File: config.mk
export PLATFORM = sky130hd
export DESIGN_NAME = ram_write_combiner_flat
export DESIGN_NICKNAME = d
export VERILOG_FILES = /design/src/rtl/ram_write_combiner_pkg.sv /design/src/rtl/ram_write_combiner_if.sv /design/src/rtl/ram_wc_line_buffer.sv /design/src/rtl/ram_write_combiner.sv /design/src/flat_wrapper.sv
export SDC_FILE = /design/constraint.sdc
export NUM_CORES = 1
export LEC_CHECK = 0
export CAP_MARGIN = 15
export CORE_MARGIN = 4
export CORE_UTILIZATION = 40
export DETAILED_ROUTE_END_ITERATION = 7
export GPL_ROUTABILITY_DRIVEN = 1
export PLACE_DENSITY = 0.65
export SYNTH_ARGS = -nofsm -noshare
export SYNTH_HDL_FRONTEND = slang
export SYNTH_HIERARCHICAL = 1
export SYNTH_SLANG_ARGS = --single-unit
File: constraint.sdc
create_clock -name clk_memory -period 11.7 [get_ports clk_memory]
set_input_delay 1.755 -clock clk_memory [delete_from_list [all_inputs] [get_ports clk_memory]]
set_output_delay 1.755 -clock clk_memory [all_outputs]
set_load 0.1 [all_outputs]
File: src/rtl/ram_write_combiner_pkg.sv
// Shared definitions for the ZX RAM write combiner: line geometry, FSM states,
// line-buffer operations and the line-address extract helper.
package ram_write_combiner_pkg;

    localparam int unsigned LINE_BYTES  = 8;
    localparam int unsigned LINE_ADDR_W = 18;
    localparam int unsigned BYTE_ADDR_W = 21;

    typedef enum logic [1:0] {
        IDLE,
        FILL,
        FLUSH
    } wc_state_t;

    typedef enum logic [1:0] {
        BUF_HOLD,
        BUF_MERGE,
        BUF_CLEAR,
        BUF_LOAD
    } buf_op_t;

    // Line address of a byte address (drops the 3-bit byte offset).
    function automatic logic [LINE_ADDR_W-1:0] line_of(input logic [BYTE_ADDR_W-1:0] a);
        return a[BYTE_ADDR_W-1:3];
    endfunction

endpackage

File: src/rtl/ram_write_combiner_if.sv
// Line write bus from the combiner (master) to the memory controller (slave).
interface ram_write_combiner_if;
    import ram_write_combiner_pkg::*;

    logic [LINE_ADDR_W-1:0]  mem_addr;
    logic [LINE_BYTES*8-1:0] mem_data;
    logic [LINE_BYTES-1:0]   mem_strb;
    logic                    mem_valid;
    logic                    mem_ready;

    modport master (
        output mem_addr,
        output mem_data,
        output mem_strb,
        output mem_valid,
        input  mem_ready
    );

    modport slave (
        input  mem_addr,
        input  mem_data,
        input  mem_strb,
        input  mem_valid,
        output mem_ready
    );

endinterface

File: src/rtl/ram_wc_line_buffer.sv
// 64-bit line data plus byte strobes; supports byte merge, clear and
// load-single (fresh line holding one byte, all other bytes zero).
module ram_wc_line_buffer
    import ram_write_combiner_pkg::*;
(
    input  logic                    clk_memory,
    input  logic                    reset_n,
    input  buf_op_t                 op,
    input  logic [2:0]              off,
    input  logic [7:0]              byte_in,
    output logic [LINE_BYTES*8-1:0] line_data,
    output logic [LINE_BYTES-1:0]   line_strb
);

    // Apply the requested operation to the line registers.
    always_ff @(posedge clk_memory or negedge reset_n) begin
        if (!reset_n) begin
            line_data <= '0;
            line_strb <= '0;
        end else begin
            case (op)
                BUF_MERGE: begin
                    line_data[{off, 3'b000} +: 8] <= byte_in;
                    line_strb[off]                <= 1'b1;
                end
                BUF_CLEAR: begin
                    line_data <= '0;
                    line_strb <= '0;
                end
                BUF_LOAD: begin
                    line_data <= {56'd0, byte_in} << {off, 3'b000};
                    line_strb <= 8'b1 << off;
                end
                default: ;
            endcase
        end
    end

endmodule

File: src/rtl/ram_write_combiner.sv
// Combines single-byte writes into 64-bit line writes with byte strobes.
// Optional idle-timeout flush: define RAM_WRITE_TIMEOUT_EN.
module ram_write_combiner
    import ram_write_combiner_pkg::*;
#(
    parameter int unsigned TIMEOUT_CYCLES = 64
) (
    input  logic                   clk_memory,
    input  logic                   reset_n,
    input  logic [BYTE_ADDR_W-1:0] addr,
    input  logic [7:0]             data,
    input  logic                   wr,
    input  logic                   flush,
    output logic                   busy,
    input  logic [BYTE_ADDR_W-1:0] rd_addr,
    output logic                   rd_hit,
    ram_write_combiner_if.master   mem
);

    wc_state_t              state, next_state;
    logic [LINE_ADDR_W-1:0] line;
    logic                   pend_valid;
    logic [LINE_ADDR_W-1:0] pend_line;
    logic [2:0]             pend_off;
    logic [7:0]             pend_byte;

    buf_op_t                 buf_op;
    logic [2:0]              buf_off;
    logic [7:0]              buf_byte;
    logic [LINE_BYTES*8-1:0] line_data;
    logic [LINE_BYTES-1:0]   line_strb;
    logic [LINE_BYTES-1:0]   merged_strb;

    logic accept, same_line, timeout_hit;
    logic line_ld, pend_set, pend_clr;
    logic unused_rd_off;

    assign unused_rd_off = ^rd_addr[2:0];

    assign busy        = pend_valid || (state == FLUSH && mem.mem_ready);
    assign accept      = wr && !busy;
    assign same_line   = (line_of(addr) == line);
    assign merged_strb = line_strb | (8'b1 << addr[2:0]);

    assign rd_hit = (state != IDLE && line_of(rd_addr) == line) ||
                    (pend_valid && line_of(rd_addr) == pend_line);

    assign mem.mem_addr  = line;
    assign mem.mem_data  = line_data;
    assign mem.mem_strb  = line_strb;
    assign mem.mem_valid = (state == FLUSH);

`ifdef RAM_WRITE_TIMEOUT_EN
    logic [7:0] idle_cnt;

    assign timeout_hit = (state == FILL) && (idle_cnt == 8'(TIMEOUT_CYCLES - 1));

    // Idle counter: restarts on accepted writes and on FILL entry, counts in FILL.
    always_ff @(posedge clk_memory or negedge reset_n) begin
        if (!reset_n) begin
            idle_cnt <= '0;
        end else if (accept || (next_state == FILL && state != FILL)) begin
            idle_cnt <= '0;
        end else if (state == FILL) begin
            idle_cnt <= idle_cnt + 8'd1;
        end
    end
`else
    assign timeout_hit = 1'b0;
`endif

    ram_wc_line_buffer u_line_buffer (
        .clk_memory (clk_memory),
        .reset_n    (reset_n),
        .op         (buf_op),
        .off        (buf_off),
        .byte_in    (buf_byte),
        .line_data  (line_data),
        .line_strb  (line_strb)
    );

    // State, line address and pending slot registers.
    always_ff @(posedge clk_memory or negedge reset_n) begin
        if (!reset_n) begin
            state      <= IDLE;
            line       <= '0;
            pend_valid <= 1'b0;
            pend_line  <= '0;
            pend_off   <= '0;
            pend_byte  <= '0;
        end else begin
            state <= next_state;
            if (line_ld) begin
                line <= line_of(addr);
            end else if (pend_clr) begin
                line <= pend_line;
            end
            if (pend_set) begin
                pend_valid <= 1'b1;
                pend_line  <= line_of(addr);
                pend_off   <= addr[2:0];
                pend_byte  <= data;
            end else if (pend_clr) begin
                pend_valid <= 1'b0;
            end
        end
    end

    // Next state, buffer operation and pending-slot control.
    always_comb begin
        next_state = state;
        buf_op     = BUF_HOLD;
        buf_off    = addr[2:0];
        buf_byte   = data;
        line_ld    = 1'b0;
        pend_set   = 1'b0;
        pend_clr   = 1'b0;
        case (state)
            IDLE: begin
                if (accept) begin
                    buf_op     = BUF_LOAD;
                    line_ld    = 1'b1;
                    next_state = FILL;
                end
            end
            FILL: begin
                if (accept && same_line) begin
                    buf_op = BUF_MERGE;
                    if (merged_strb == '1 || flush || timeout_hit) begin
                        next_state = FLUSH;
                    end
                end else if (accept) begin
                    pend_set   = 1'b1;
                    next_state = FLUSH;
                end else if (flush || timeout_hit) begin
                    next_state = FLUSH;
                end
            end
            FLUSH: begin
                if (mem.mem_ready) begin
                    if (pend_valid) begin
                        buf_op     = BUF_LOAD;
                        buf_off    = pend_off;
                        buf_byte   = pend_byte;
                        pend_clr   = 1'b1;
                        next_state = FILL;
                    end else begin
                        buf_op     = BUF_CLEAR;
                        next_state = IDLE;
                    end
                end else if (accept) begin
                    // A different line arriving mid-flush is parked rather than lost.
                    if (same_line) begin
                        buf_op = BUF_MERGE;
                    end else begin
                        pend_set = 1'b1;
                    end
                end
            end
            default: next_state = IDLE;
        endcase
    end

endmodule
File: src/flat_wrapper.sv
// flat-port wrapper written by rule: the top's interface ports become plain ports
module ram_write_combiner_flat import ram_write_combiner_pkg::*;
#(
    parameter int unsigned TIMEOUT_CYCLES = 64
)
  (clk_memory, reset_n, addr, data, wr, flush, busy, rd_addr, rd_hit, mem_mem_addr, mem_mem_data, mem_mem_strb, mem_mem_valid, mem_mem_ready);
  ram_write_combiner_if mem_i ();
  input  logic clk_memory;
  input  logic reset_n;
  input  logic [BYTE_ADDR_W-1:0] addr;
  input  logic [7:0] data;
  input  logic wr;
  input  logic flush;
  output logic busy;
  input  logic [BYTE_ADDR_W-1:0] rd_addr;
  output logic rd_hit;
  output wire logic [$bits(mem_i.mem_addr)-1:0] mem_mem_addr;
  output wire logic [$bits(mem_i.mem_data)-1:0] mem_mem_data;
  output wire logic [$bits(mem_i.mem_strb)-1:0] mem_mem_strb;
  output wire logic [$bits(mem_i.mem_valid)-1:0] mem_mem_valid;
  input wire logic [$bits(mem_i.mem_ready)-1:0] mem_mem_ready;
  assign mem_mem_addr = mem_i.mem_addr;
  assign mem_mem_data = mem_i.mem_data;
  assign mem_mem_strb = mem_i.mem_strb;
  assign mem_mem_valid = mem_i.mem_valid;
  assign mem_i.mem_ready = mem_mem_ready;
  ram_write_combiner #(.TIMEOUT_CYCLES(TIMEOUT_CYCLES)) u_core (.clk_memory(clk_memory), .reset_n(reset_n), .addr(addr), .data(data), .wr(wr), .flush(flush), .busy(busy), .rd_addr(rd_addr), .rd_hit(rd_hit), .mem(mem_i));
endmodule
# Yosys cells after proc, flatten, opt, wreduce, memory -nomap -nowiden
# Cells that the tools add are included.
# op_classes
n_addsub	1
order_cmp	2
eq_ne	13
shifts	5
muxes	40
bitwise	2
reduce_logical	16
# op_table
op	count
$pmux 64 s3	1
$bwmux 64	1
$shift 8x8->64 const A	1
$shiftx 8x8->64	1
$shl 8x6->64	1
$eq 18x18->1	3
$mux 18	2
$mux 8	3
$pmux 8 s3	1
$mux 2	9
$mux 1	16
$or 8x8->8	2
$shl 1x3->8 const A	2
$pmux 2 s3	2
$mux 3	3
$eq 8x8->1 const B	1
$neg 6->8	1
$eq 2x2->1 const B	3
$logic_and 1x1->1	6
$reduce_bool 2->1	3
$eq 2x1->1 const B	2
$lt 3x4->1 const B	1
$ne 2x1->1 const B	2
$ne 4x2->1 const B	1
9 further kinds	11
# totals
regBits	122
out_inout_bits	93
word_cells	87

# Logic depth before layout (Yosys ltp)
# logic_depth
word_depth	10
ltp_mapped	16
depth_no_buf	10

# By module
# Netlist, hierarchy kept.
# modules_own_cells
mod	instances	cells_each	area_per_inst_um2	seq_area_each_um2
ram_wc_line_buffer	1	374	3965.1	1801.7
ram_write_combiner	1	278	2994.1	1251.2

# Least setup slack after synthesis
# No wires, ideal clock.
# synth_path
path_type	input -> output
from	input rd_addr[18]
to	output rd_hit
arrival_ns	4.398
setup_slack_ns	5.547
path_stages	4
path_buffers	0
path_cell_list	xor2_1 > nor4_1 > nand4_1 > o21ai_0
# synth_via
elab_chain_cells	3
elab_cells_between_ends	5
classes_between	eq/ne (2); reduce/logical (3)
# synth_lines
item	line_no	text
from (decl)	flat_wrapper.sv:15	input logic [BYTE_ADDR_W-1:0] rd_addr;
$eq 18x18->1 (on tied branches)	ram_write_combiner.sv:45, ram_write_combiner.sv:46	
$logic_and 1x1->1 (on tied branches)	ram_write_combiner.sv:45, ram_write_combiner.sv:46	
$logic_or 1x1->1 *	ram_write_combiner.sv:45	assign rd_hit = (state != IDLE && line_of(rd_addr) == line) ||
to (decl)	flat_wrapper.sv:16	output logic rd_hit;
# Every way passes the cells marked *; elsewhere a longest branch is shown, timed or not.

# Final worst setup path
# layout_path
from	input rd_addr[14]
to	output rd_hit
# Same word-level chain as after synthesis.

==> impl_metrics.yaml <==
run_status:
  status: "completed"
sta:
  rsz0062_at_grt: "no"
  worst_slew_pin_slew_ns: 1.074
  finalSetupViolCount: 0
  finalCriticalPeriod_ns: 6.103
  slew_violations: 0
  post-route-period-util_pct: 52.16
  hold_viol: 0
  fin_tns_setup_ns: 0
  fmax_ghz: 0.1638
  clock_skew_ns: 0.008276
  max_slew_margin_pct: 27.41
global_route:
  track_usage_pct: 21.06
  antenna_found_initial: 0
  grt_pass1_wl_um: 33190
  grt_pass1_vias: 6054
  gr-total-overflow: 0
  grt_max_degree: 68
clock_network:
  post_cts_buffers: 0
  clk_pin_slew_ns: 0.05
  h-tree-depth: 4
  numCtsBuffers: 17
  cts_tree: "built"
  cts.sinks: 122
  cts_resized: 0
  cts_hold_buf: 0
  cts_max_path_buffers: 2
  cts_root_buffer: "clkbuf_16"
  clock_latency_ns: 0.41
floorplanning:
  ios: 148
  fp.dieArea_um2: 19570
  coreArea_um2: 16820
  start_util_pct: 41.38
  core.rowCount: 47
  die_w_um: 139.9
  fp.dieH_um: 139.9
pwr:
  ir_worst_vdd_v: 0.0002089
  leakage_nw: 3.710
  p_per_area_nw_per_um2: 332.5
yosys:
  synth_flop_cell: "dfrtp_1"
  synth_xor_area_share_pct: 6.796
  yosys_warnings: 6
  avgSynthCellArea_um2: 10.67
  synth_cell_types: 52
  synthTopCellsByArea: "dfrtp_1 44%, mux2_2 12%, xnor2_1 4.9%"
  yosysTopAreaCell: "dfrtp_1"
  synthesis.area_um2: 6959
  synth_compound_area_share_pct: 14.13
  synthAdderAreaFrac_pct: 1.978
  yosysSeqAreaShare_pct: 43.87
  synth.most_common_cell: "dfrtp_1"
  synth_nets: 718
  syn_inst: 652
  yosys.area_share.simple_pct: 14.58
  synth_top_family_by_area: "multiplexers"
  yosysTopAreaCellShare_pct: 43.87
  async_reset_ff_share_pct: 100.0
  synth-edff-count: 0
  yosys-top-cells-count: "122 x dfrtp_1, 77 x mux2_2, 66 x nand2_1"
  yosys-mux-area-fraction_pct: 14.85
  synth_seq_cells: 122
routing:
  wl_um: 20850
  vias_per_cell: 5.924
  drtPass1Iterations: 5
  drc: 0
  wl_per_cell_um: 20.75
  vias: 5954
  first_iter_violations: 705
  ant_nets: 0
job:
  maxCapViolCount: 0
layout:
  fin_cells: 1005
  fin_util_pct: 54.29
  antenna_cells: 0
  fin_area_um2: 9131
  drive_above_1_share_pct: 16.56
  final_nets: 838
  area_growth_pct: 31.21
placement:
  postPlaceCellArea_um2: 8511
  hpwl_um: 14420
  dp.cells: 973
  gp_congestion: 0.9249
  io_buffers: 144
worst_setup_path:
  path_class: "in -> out"
  startpoint_type: "input port"
  arrival_ns: 4.35
  cp_max_fo: 2
  cp_data_required_time_ns: 9.95
  end_kind: "output port"
min_path:
  holdCritPathClass: "reg -> reg"
through the flow:
stage	power (W)	hold slack, ns	worst slack, ns
floorplan	0.002050	0.4522	5.547
global placement	0.002449	0.4618	5.618
detailed placement	0.002478	0.4846	5.508
CTS	0.003045	0.4968	5.587
global route	0.003156	0.5031	5.479
finish	0.003036	0.4892	5.597
kinds of logic (layout without fill, tap and decap cells):
family,Yosys count,after routing
adder cells (fa/ha/maj),11,11
AND/OR/NAND/NOR,178,178
buffers and inverters,60,193
multiplexers,92,92
AO/OA/AOI/OAI,135,135
XOR/XNOR,54,54
flip-flops,122,122
critical path, stage by stage:
cell and delay (ns):
clkdlybuf4s50_1 0.46, xnor2_1 0.26, nand4_1 0.15, nor4_1 0.35
nand4_1 0.13, o21ai_0 0.09, clkdlybuf4s50_1 1.16
worst paths after layout:
| kind | cells after the start | from | slack [ns] | endpoint |
|---|---|---|---|---|
| max | 7 | rd_addr[14] | 5.60 | rd_hit |
| min | 1 | u_core/pend_byte[1] | 0.49 | u_core/pend_byte[1] |
| max reg2reg | 10 | u_core/state[0] | 6.91 | register |
| min reg2reg | 1 | u_core/pend_byte[1] | 0.49 | u_core/pend_byte[1] |
| max in group asynchronous | 2 | reset_n | 8.92 | u_core/pend_line[10] |
| min in group asynchronous | 1 | reset_n | 1.39 | u_core/mem.mem_addr[11] |
placed cells by master (no fill, tap or decap), types with 3 or more instances in the layout:
cell	Yosys	final
a41oi_2	4	4
mux2_2	77	77
nor4_1	5	5
a31oi_1	20	20
and4b_1	3	3
a211oi_1	16	16
inv_1	11	11
bufinv_16	0	4
nor2_1	8	8
clkbuf_1	25	3
nand2_1	66	66
ha_1	11	11
clkbuf_16	0	17
o32ai_1	16	16
nand4b_1	5	5
mux2_1	13	13
o22ai_1	38	38
and3_1	3	3
nand3_1	5	5
a21o_1	3	3
a22oi_1	18	18
xor2_1	15	15
buf_4	0	7
nor2b_1	20	20
xnor2_1	39	39
a21oi_1	7	5
dfrtp_1	122	122
o21ai_0	6	6
clkinvlp_4	0	3
clkdlybuf4s50_1	0	143
nand2b_1	20	20
nand4_1	25	25
routing by layer:
metal / vias to the layer above / GRT usage (%) / wire length, um
li1: 2660 / - / -
met1: 2932 / 28.77 / 9186
met2: 320 / 33.86 / 9864
met3: 42 / 4.703 / 1463
met4: 0 / 6.017 / 338
met5: - / 0 / 0
layout make-up:
| type | instances | area, um^2 |
|---|---|---|
| clock buffers | 21 | 450.4 |
| well taps | 220 | 275.3 |
| repair buffers | 150 | 1484 |
| clock inverters | 11 | 170.2 |
| inverters | 11 | 41.29 |
| flip-flops and latches | 122 | 3053 |
| multi-input cells | 470 | 3657 |
| fillers | 1498 | 7687 |
power breakdown:
group | leakage [nW] | switching, W | internal, W
Sequential | 1.58 | 0.000145 | 0.000590
Clock | 0.293 | 0.000188 | 0.000362
Combinational | 1.84 | 0.00126 | 0.000492
(Power assumes the default switching activity.)
